### config.mk
export PLATFORM = sky130hd
export DESIGN_NAME = iic_slave_core
export DESIGN_NICKNAME = d
export VERILOG_FILES = /design/src/rtl/iic_slave_core.sv
export SDC_FILE = /design/constraint.sdc
export NUM_CORES = 1
export LEC_CHECK = 0
export CORE_MARGIN = 3
export CORE_UTILIZATION = 58
export DETAILED_ROUTE_END_ITERATION = 10
export PLACE_DENSITY = 0.81
export SYNTH_ARGS = -nofsm -noshare
export SYNTH_HDL_FRONTEND = slang
export SYNTH_SLANG_ARGS = --single-unit
### constraint.sdc
create_clock -name clk -period 2.9 [get_ports clk]
set_input_delay 0.87 -clock clk [delete_from_list [all_inputs] [get_ports clk]]
set_output_delay 0.87 -clock clk [all_outputs]
set_load 0.02 [all_outputs]
### src/rtl/iic_slave_core.sv
// rtl/iic_slave_core.sv - oversampled I2C target core with byte rx/tx handshake
// Optional majority glitch filter on SCL/SDA enabled by IIC_SLAVE_GLITCH_FILTER_EN.
module iic_slave_core #(
  parameter logic [6:0] SLV_ADDR    = 7'h50,
  parameter int         SYNC_STAGES = 2
) (
  input  logic       clk,
  input  logic       iic_rst,
  input  logic       iic_en,
  input  logic       iic_scl_i,
  input  logic       iic_sda_i,
  output logic       iic_sda_o,
  output logic       iic_sda_out,
  output logic [7:0] rx_data,
  output logic       rx_vld,
  input  logic [7:0] tx_data,
  output logic       tx_req,
  output logic       iic_rw,
  output logic       iic_busy,
  output logic       iic_stop
);
  typedef enum logic [2:0] {IDLE, ADDR, ADDR_ACK, WR_DATA, WR_ACK, RD_DATA, RD_ACK} state_t;

  logic [SYNC_STAGES-1:0] scl_sync_q, scl_sync_d, sda_sync_q, sda_sync_d;
  logic scl_c, sda_c, scl_prev_q, sda_prev_q;
  logic scl_rise, scl_fall, start_det, stop_det;

  state_t     state_q, state_d;
  logic [2:0] cnt_q, cnt_d;
  logic [7:0] shift_q, shift_d, rx_data_q, rx_data_d, byte_in;
  logic       sda_out_q, sda_out_d, ph_q, ph_d, nack_q, nack_d;
  logic       rx_vld_q, rx_vld_d, stop_q, stop_d, rw_q, rw_d, busy_q, busy_d, tx_load;

  always_comb begin
    scl_sync_d = {scl_sync_q[SYNC_STAGES-2:0], iic_scl_i};
    sda_sync_d = {sda_sync_q[SYNC_STAGES-2:0], iic_sda_i};
  end

  always_ff @(posedge clk) begin
    if (iic_rst) begin
      scl_sync_q <= '1;
      sda_sync_q <= '1;
    end else begin
      scl_sync_q <= scl_sync_d;
      sda_sync_q <= sda_sync_d;
    end
  end

`ifdef IIC_SLAVE_GLITCH_FILTER_EN
  logic [1:0] scl_hist_q, scl_hist_d, sda_hist_q, sda_hist_d;
  logic       scl_flt_q, scl_flt_d, sda_flt_q, sda_flt_d;
  logic       scl_s, sda_s;

  // Majority over the current and two previous samples; a lone sample never wins.
  always_comb begin
    scl_s      = scl_sync_q[SYNC_STAGES-1];
    sda_s      = sda_sync_q[SYNC_STAGES-1];
    scl_hist_d = {scl_hist_q[0], scl_s};
    sda_hist_d = {sda_hist_q[0], sda_s};
    scl_flt_d  = (scl_s & scl_hist_q[0]) | (scl_s & scl_hist_q[1]) | (scl_hist_q[0] & scl_hist_q[1]);
    sda_flt_d  = (sda_s & sda_hist_q[0]) | (sda_s & sda_hist_q[1]) | (sda_hist_q[0] & sda_hist_q[1]);
  end

  always_ff @(posedge clk) begin
    if (iic_rst) begin
      scl_hist_q <= '1;
      sda_hist_q <= '1;
      scl_flt_q  <= 1'b1;
      sda_flt_q  <= 1'b1;
    end else begin
      scl_hist_q <= scl_hist_d;
      sda_hist_q <= sda_hist_d;
      scl_flt_q  <= scl_flt_d;
      sda_flt_q  <= sda_flt_d;
    end
  end

  assign scl_c = scl_flt_q;
  assign sda_c = sda_flt_q;
`else
  assign scl_c = scl_sync_q[SYNC_STAGES-1];
  assign sda_c = sda_sync_q[SYNC_STAGES-1];
`endif

  assign scl_rise  = scl_c & ~scl_prev_q;
  assign scl_fall  = ~scl_c & scl_prev_q;
  assign start_det = sda_prev_q & ~sda_c & scl_c & scl_prev_q;
  assign stop_det  = ~sda_prev_q & sda_c & scl_c & scl_prev_q;
  assign byte_in   = {shift_q[6:0], sda_c};

  always_comb begin
    state_d   = state_q;
    cnt_d     = cnt_q;
    shift_d   = shift_q;
    sda_out_d = sda_out_q;
    ph_d      = ph_q;
    nack_d    = nack_q;
    rx_data_d = rx_data_q;
    rx_vld_d  = 1'b0;
    stop_d    = 1'b0;
    rw_d      = rw_q;
    busy_d    = busy_q;
    tx_load   = 1'b0;
    if (!iic_en) begin
      state_d   = IDLE;
      sda_out_d = 1'b0;
      ph_d      = 1'b0;
    end else if (start_det) begin
      state_d   = ADDR;
      cnt_d     = 3'd0;
      sda_out_d = 1'b0;
      ph_d      = 1'b0;
    end else if (stop_det) begin
      state_d   = IDLE;
      sda_out_d = 1'b0;
      ph_d      = 1'b0;
      if (busy_q) begin
        stop_d = 1'b1;
        busy_d = 1'b0;
      end
    end else begin
      case (state_q)
        ADDR: if (scl_rise) begin
          shift_d = byte_in;
          cnt_d   = cnt_q + 3'd1;
          if (cnt_q == 3'd7) begin
            if (byte_in[7:1] == SLV_ADDR) begin
              state_d = ADDR_ACK;
              rw_d    = byte_in[0];
              ph_d    = 1'b0;
            end else begin
              state_d = IDLE;
              busy_d  = 1'b0;
            end
          end
        end
        // ph_q marks that the ACK is already being driven on the bus.
        ADDR_ACK, WR_ACK: if (scl_fall) begin
          if (!ph_q) begin
            sda_out_d = 1'b1;
            ph_d      = 1'b1;
            busy_d    = 1'b1;
          end else begin
            sda_out_d = 1'b0;
            ph_d      = 1'b0;
            cnt_d     = 3'd0;
            if (state_q == ADDR_ACK && rw_q) begin
              state_d   = RD_DATA;
              tx_load   = 1'b1;
              shift_d   = tx_data;
              sda_out_d = ~tx_data[7];
            end else begin
              state_d = WR_DATA;
            end
          end
        end
        WR_DATA: if (scl_rise) begin
          shift_d = byte_in;
          cnt_d   = cnt_q + 3'd1;
          if (cnt_q == 3'd7) begin
            rx_data_d = byte_in;
            rx_vld_d  = 1'b1;
            state_d   = WR_ACK;
            ph_d      = 1'b0;
          end
        end
        RD_DATA: begin
          if (scl_rise) begin
            cnt_d = cnt_q + 3'd1;
            if (cnt_q == 3'd7) ph_d = 1'b1;
          end else if (scl_fall) begin
            if (ph_q) begin
              sda_out_d = 1'b0;
              ph_d      = 1'b0;
              state_d   = RD_ACK;
            end else begin
              shift_d   = {shift_q[6:0], 1'b0};
              sda_out_d = ~shift_q[6];
            end
          end
        end
        RD_ACK: begin
          if (scl_rise) begin
            nack_d = sda_c;
            ph_d   = 1'b1;
          end else if (scl_fall && ph_q) begin
            ph_d = 1'b0;
            if (!nack_q) begin
              state_d   = RD_DATA;
              tx_load   = 1'b1;
              shift_d   = tx_data;
              sda_out_d = ~tx_data[7];
              cnt_d     = 3'd0;
            end else begin
              state_d   = IDLE;
              sda_out_d = 1'b0;
            end
          end
        end
        default: ;
      endcase
    end
  end

  always_ff @(posedge clk) begin
    if (iic_rst) begin
      scl_prev_q <= 1'b1;
      sda_prev_q <= 1'b1;
      state_q    <= IDLE;
      cnt_q      <= 3'd0;
      shift_q    <= 8'h00;
      sda_out_q  <= 1'b0;
      ph_q       <= 1'b0;
      nack_q     <= 1'b0;
      rx_data_q  <= 8'h00;
      rx_vld_q   <= 1'b0;
      stop_q     <= 1'b0;
      rw_q       <= 1'b0;
      busy_q     <= 1'b0;
    end else begin
      scl_prev_q <= scl_c;
      sda_prev_q <= sda_c;
      state_q    <= state_d;
      cnt_q      <= cnt_d;
      shift_q    <= shift_d;
      sda_out_q  <= sda_out_d;
      ph_q       <= ph_d;
      nack_q     <= nack_d;
      rx_data_q  <= rx_data_d;
      rx_vld_q   <= rx_vld_d;
      stop_q     <= stop_d;
      rw_q       <= rw_d;
      busy_q     <= busy_d;
    end
  end

  assign iic_sda_o   = 1'b0;
  assign iic_sda_out = sda_out_q;
  assign rx_data     = rx_data_q;
  assign rx_vld      = rx_vld_q;
  assign tx_req      = tx_load & ~iic_rst;
  assign iic_rw      = rw_q;
  assign iic_busy    = busy_q;
  assign iic_stop    = stop_q;
endmodule

Word-level counts from Yosys, hierarchy flattened
Index checks and enable logic that the tools add are counted.
{"block": "word_totals", "regBits": 34, "latch_bits": 0, "ram_bits": 0, "mem_bits_ro": 0, "input_bits": 13, "output_inout_bits": 15, "wordCells": 192, "memories": 0}
{"block": "op_classes", "addsub": 1, "n_mul": 0, "div_mod_pow": 0, "order_cmp": 0, "n_eq_ne": 50, "shifts": 0, "muxes": 79, "bitwise": 21, "n_reduce_logical": 25}
{"operator": "$mux 7", "n": 10}
{"operator": "$mux 3", "n": 21}
{"operator": "$ne 4x4->1 const B", "n": 11}
{"operator": "$mux 1", "n": 40}
{"operator": "$ne 3x3->1 const B", "n": 13}
{"operator": "$ne 2x2->1 const B", "n": 16}
{"operator": "$pmux 7 s4", "n": 1}
{"operator": "$reduce_and 12->1", "n": 2}
{"operator": "$pmux 3 s5", "n": 1}
{"operator": "$reduce_and 14->1", "n": 1}
{"operator": "$eq 3x3->1 const B", "n": 4}
{"operator": "$not 1->1", "n": 12}
{"operator": "$reduce_and 6->1", "n": 2}
{"operator": "$reduce_and 10->1", "n": 1}
{"operator": "$and 1x1->1", "n": 9}
{"operator": "$pmux 3 s3", "n": 1}
{"operator": "$reduce_and 9->1", "n": 1}
{"operator": "$reduce_and 8->1", "n": 1}
{"operator": "$reduce_bool 4->1", "n": 2}
{"operator": "$reduce_or 4->1", "n": 2}
{"operator": "$eq 7x7->1 const B", "n": 1}
{"operator": "$reduce_and 7->1", "n": 1}
{"operator": "$reduce_bool 7->1", "n": 1}
{"operator": "$eq 3x2->1 const B", "n": 2}
{"operator": "other kinds (15)", "n": 20}

Longest topological paths before layout
Gate-level depths: netlist of run 1.
{"block": "depth", "depth_word": 10, "mapped_depth": 8, "depth_no_buf": 7}

Worst setup path after synthesis of run 1
No wires, ideal clock.
{"block": "synth_path", "path_type": "input port to output port", "start": "input port iic_rst", "end": "output port tx_req", "arrival_time_ps": 1625, "t_required_ps": 2030, "path_slack_ps": 405, "path_stages": 3, "n_path_buf": 1, "path_cell_list": "clkbuf_1 -> or2_1 -> nor2_1"}
{"block": "synth_via", "elab_chain_len": 2}
{"item": "start: declaration", "line_no": "8", "text": "input logic iic_rst,"}
{"item": "$not 1->1", "line_no": "241", "text": "assign tx_req = tx_load & ~iic_rst;"}
{"item": "$and 1x1->1", "line_no": "241"}
{"item": "end: declaration", "line_no": "17", "text": "output logic tx_req,"}
Every way passes these cells.

Worst setup path after layout of run 1
Same ends and word-level chain as after synthesis.

==> results of run 1 <==
==> registers in the layout (all words and copies together) (netlist names) <==
register,flops
iic_rw,1
cnt_q,3
scl_sync_q,2
shift_q,7
iic_busy,1
sda_prev_q,1
state_q,3
sda_sync_q,2
ph_q,1
rx_vld,1
iic_stop,1
rx_data,8
scl_prev_q,1
iic_sda_out,1
nack_q,1
==> stage by stage <==
stage	hold WS [ns]	std cells	area, sq um	util [%]
3_3_place_gp	0.392	300	2280	71.7
2_1_floorplan	0.389	239	2000	-
3_5_place_dp	0.402	300	2280	71.7
4_1_cts	0.430	308	2380	74.8
6_report	0.425	308	2380	74.8
5_1_grt	0.433	308	2380	74.8
==> power by group <==
part           internal (mW)  switching (mW)  leakage, nW  total (mW)
Clock                  0.270           0.180       0.0554       0.449
Sequential             0.471         0.00346        0.275       0.474
Combinational         0.0353          0.0343        0.596      0.0696
==> critical path: cells and delay by family <==
kind / cells / cell delay [ns]
buf+inv: 2 / 0.59
simple gates: 2 / 0.40
==> synthesized netlist by cell type (2+ instances only) <==
cell,count
sky130_fd_sc_hd__o21ai_0,13
sky130_fd_sc_hd__nor3_1,4
sky130_fd_sc_hd__inv_2,2
sky130_fd_sc_hd__inv_1,5
sky130_fd_sc_hd__a21o_1,5
sky130_fd_sc_hd__o21ai_1,5
sky130_fd_sc_hd__a31oi_1,6
sky130_fd_sc_hd__nor4_1,2
sky130_fd_sc_hd__nand4b_1,3
sky130_fd_sc_hd__a21oi_1,13
sky130_fd_sc_hd__or2_2,6
sky130_fd_sc_hd__ha_1,5
sky130_fd_sc_hd__nor2b_1,8
sky130_fd_sc_hd__or3_1,2
sky130_fd_sc_hd__nand2_1,15
sky130_fd_sc_hd__and3_1,3
sky130_fd_sc_hd__clkbuf_1,7
sky130_fd_sc_hd__mux2i_1,11
sky130_fd_sc_hd__o22ai_1,4
sky130_fd_sc_hd__a221oi_1,2
sky130_fd_sc_hd__dfxtp_1,34
sky130_fd_sc_hd__nand2_2,2
sky130_fd_sc_hd__nor2_1,17
sky130_fd_sc_hd__a22o_1,2
sky130_fd_sc_hd__mux2_2,4
sky130_fd_sc_hd__nand3b_1,5
sky130_fd_sc_hd__or2_1,2
sky130_fd_sc_hd__nand2b_1,11
sky130_fd_sc_hd__buf_2,5
sky130_fd_sc_hd__nand3_1,7
sky130_fd_sc_hd__a32oi_1,2
sky130_fd_sc_hd__buf_6,4
==> worst max-delay path by stage <==
stage	depth (start not counted)	from	to
final	4	iic_rst	tx_req
after global placement	5	iic_en	tx_req
after CTS	4	iic_rst	tx_req
after global routing	4	iic_rst	tx_req
after floorplan	3	iic_rst	tx_req
after detailed placement	5	iic_en	tx_req
==> metal layers <==
layer	routed length, microns	vias to the layer above	GRT usage, %
li1	-	905	-
met1	2180	868	32.5
met2	2140	84	38.3
met3	355	11	6.41
met4	77	0	8.44
met5	0	-	0
==> layout by cell type (no fill, tap or decap), drive strengths merged, types with 6 or more instances in the layout <==
cell,count
dfxtp,34
clkdlybuf4s50,24
nor2,18
o21ai,18
nand2,17
a21oi,13
nand2b,12
mux2i,11
buf,10
nor2b,8
or2,8
nand3,7
inv,7
a31oi,6
==> layout make-up <==
class | instances | area share (%)
Timing Repair Buffer | 35 | 13.5
Sequential cell | 34 | 28.6
Clock buffer | 5 | 1.58
Inverter | 7 | 1.10
Multi-Input combinational cell | 180 | 50.0
Clock inverter | 3 | 2.89
Tap cell | 44 | 2.31
==> cells by family after synthesis <==
| kind of cell | Yosys count | synth area share (%) |
|---|---|---|
| other cells | 1 | 0.187 |
| xor+xnor | 2 | 1.25 |
| simple gates | 94 | 27.1 |
| flops | 34 | 34.0 |
| mux | 15 | 7.75 |
| compound gates | 63 | 19.9 |
| fa+ha+maj | 5 | 3.12 |
| buf+inv | 25 | 6.68 |
==> what timing repair did <==
action                                  in CTS  in global routing
hold buffers                                 0                  0
endpoints found under the hold margin        0                  0
gates resized for setup                      5                  0
endpoints found under the setup margin       1                  0
setup buffers                                0                  0
==> PnR_summary.wiki, run 1 <==
{| class="wikitable"
! Metric !! Value
|-
| Critical path start-end classification || input port to output pin
|-
| Total Power Consumption || 0.993 mW
|-
| Area taken by multi-input logic gates || 1190 sq um
|-
| Max Root-Sink Buffers || 2
|-
| Clk_skew || 0.0101 ns
|-
| Final setup viols || 0
|-
| Part of the cycle the worst path needs || 94.6%
|-
| Total negative setup slack || 0 ns
|-
| Cell area after synthesis || 2000 sq um
|-
| Number of violations of the max-capacitance limit || 0
|-
| Area delta synth->final || 18.7%
|-
| Total track usage || 24.5%
|-
| Number of endpoints with negative hold slack in the final report || 0
|-
| Number of levels in the clock H-tree || 2
|-
| Total number of placement rows || 20
|-
| Worst setup slack after layout || 0.155 ns
|-
| Number of filler cells placed in the layout || 269
|-
| HPWL reported at the end of detailed placement || 3.23 mm
|-
| Min-Delay Endpoint || sda_sync_q[1]
|-
| Width of the die || 64.8 microns
|-
| Critical hold path startpoint || sda_sync_q[0]
|-
| Clock network latency to the later pin of the worst-skew pair || 0.36 ns
|-
| Post-synth EDFFs || 0
|-
| Number of vias after detailed routing || 1868
|-
| Final Routed Wirelength || 4.75 mm
|-
| Starting density of the core || 63.0%
|-
| Fraction of the yosys area taken by sequential cells || 34.0%
|-
| Critical path arrival || 1.87 ns
|-
| Instance count along the most critical hold path || 1
|-
| Max Fanout on Critical Path || 2
|-
| Flop and latch count out of synthesis || 34
|-
| Post-Place Worst Slack || -0.445 ns
|-
| Largest stage delay, worst path || 0.43 ns
|-
| WL per Instance || 15.4 microns
|-
| Leakage power of the design || 0.926 nW
|-
| Fraction of post-synthesis cell area in the top cell type by area || 34.0%
|-
| Required @ worst endpoint || 2.03 ns
|-
| Setup repair after global routing missed its margin || no
|-
| Antenna-violating nets left || 0
|-
| Area of the core || 3180 sq um
|-
| Detailed-route vias per instance || 6.06
|-
| Slowest CP cell || sky130_fd_sc_hd__clkdlybuf4s50_1
|-
| Run status || completed
|-
| Final period demand of the worst path || 2.74 ns
|-
| Antenna diodes || 0
|-
| Worst-Margin Slew || 0.528 ns
|-
| Cell types with the largest area share after synthesis || sky130_fd_sc_hd__dfxtp_1 (34%), sky130_fd_sc_hd__mux2i_1 (5.5%), sky130_fd_sc_hd__nand2b_1 (3.4%)
|-
| Depth of the worst register-to-register path || 7
|-
| CTS Buf Count || 5
|-
| IO Count || 28
|-
| Via count of the first global-routing pass || 1684
|-
| Capture point of the worst reg-to-reg path || shift_q[2]
|-
| Mean post-synth cell area || 8.38 sq um
|-
| Pin count of the biggest net entering global routing || 36
|-
| Routability congestion estimate || 0.939
|-
| Number of nets in the layout || 281
|-
| Ordered list of cells on the worst path || clkdlybuf4s50_1, or2_1, nor2_1, buf_2
|-
| Power density relative to cell area || 417 nW/um^2
|-
| Startpoint type of the worst setup path || input port
|-
| Peak supply drop || 0.376 mV
|-
| Relative slew slack || 64.6%
|-
| Share of final-layout standard cells stronger than drive strength 1 || 14.8%
|-
| Post-synthesis cell type count || 55
|-
| Kind of capture point of the worst setup path || output pin
|-
| Fmax achieved || 364 MHz
|-
| Global-route wire length before repair || 8.05 mm
|-
| Async S/R FF share, synth || 0%
|-
| Post-route DRC violation count || 0
|-
| Initial antenna violation count || 0
|-
| Detailed-routing iteration count for the pre-antenna-repair pass || 6
|-
| Slew Limit Fails || 0
|-
| Total grt overflow || 0
|-
| Sequential Area || 681 sq um
|-
| Y dimension of the die || 64.8 microns
|-
| Die Area || 4200 sq um
|-
| Setup slack on the worst flop-to-flop path || 0.76 ns
|-
| Predominant post-synthesis flop cell || sky130_fd_sc_hd__dfxtp_1
|-
| Worst hold path class || register to register
|-
| Total clock sinks || 34
|-
| Most area-hungry cell type in the Yosys netlist || sky130_fd_sc_hd__dfxtp_1
|-
| Clock root buffer master || sky130_fd_sc_hd__clkbuf_4
|-
| Count of buffers inserted at the top-level ports || 26
|-
| Post-Syn Instances || 239
|-
| Worst reg2reg startpoint || scl_sync_q[1]
|-
| Number of synthesis warnings || 0
|-
| Iteration-0 DRC Markers || 253
|-
| Register clock-pin slew on the reported worst setup and hold paths || 0.11 ns
|-
| CTS tree || done
|-
| Nets in the synthesized netlist || 257
|}
Power figures use the tool's default switching activity.
==> inputs of run 2 (changes only) <==
--- a/config.mk
+++ b/config.mk
@@ -9,6 +9,7 @@
 export CORE_UTILIZATION = 58
 export DETAILED_ROUTE_END_ITERATION = 10
 export PLACE_DENSITY = 0.81
+export SLEW_MARGIN = 10
 export SYNTH_ARGS = -nofsm -noshare
 export SYNTH_HDL_FRONTEND = slang
 export SYNTH_SLANG_ARGS = --single-unit
==> results of run 2 <==
No change in the layout: final DEF, timing and power equal those of run 1.
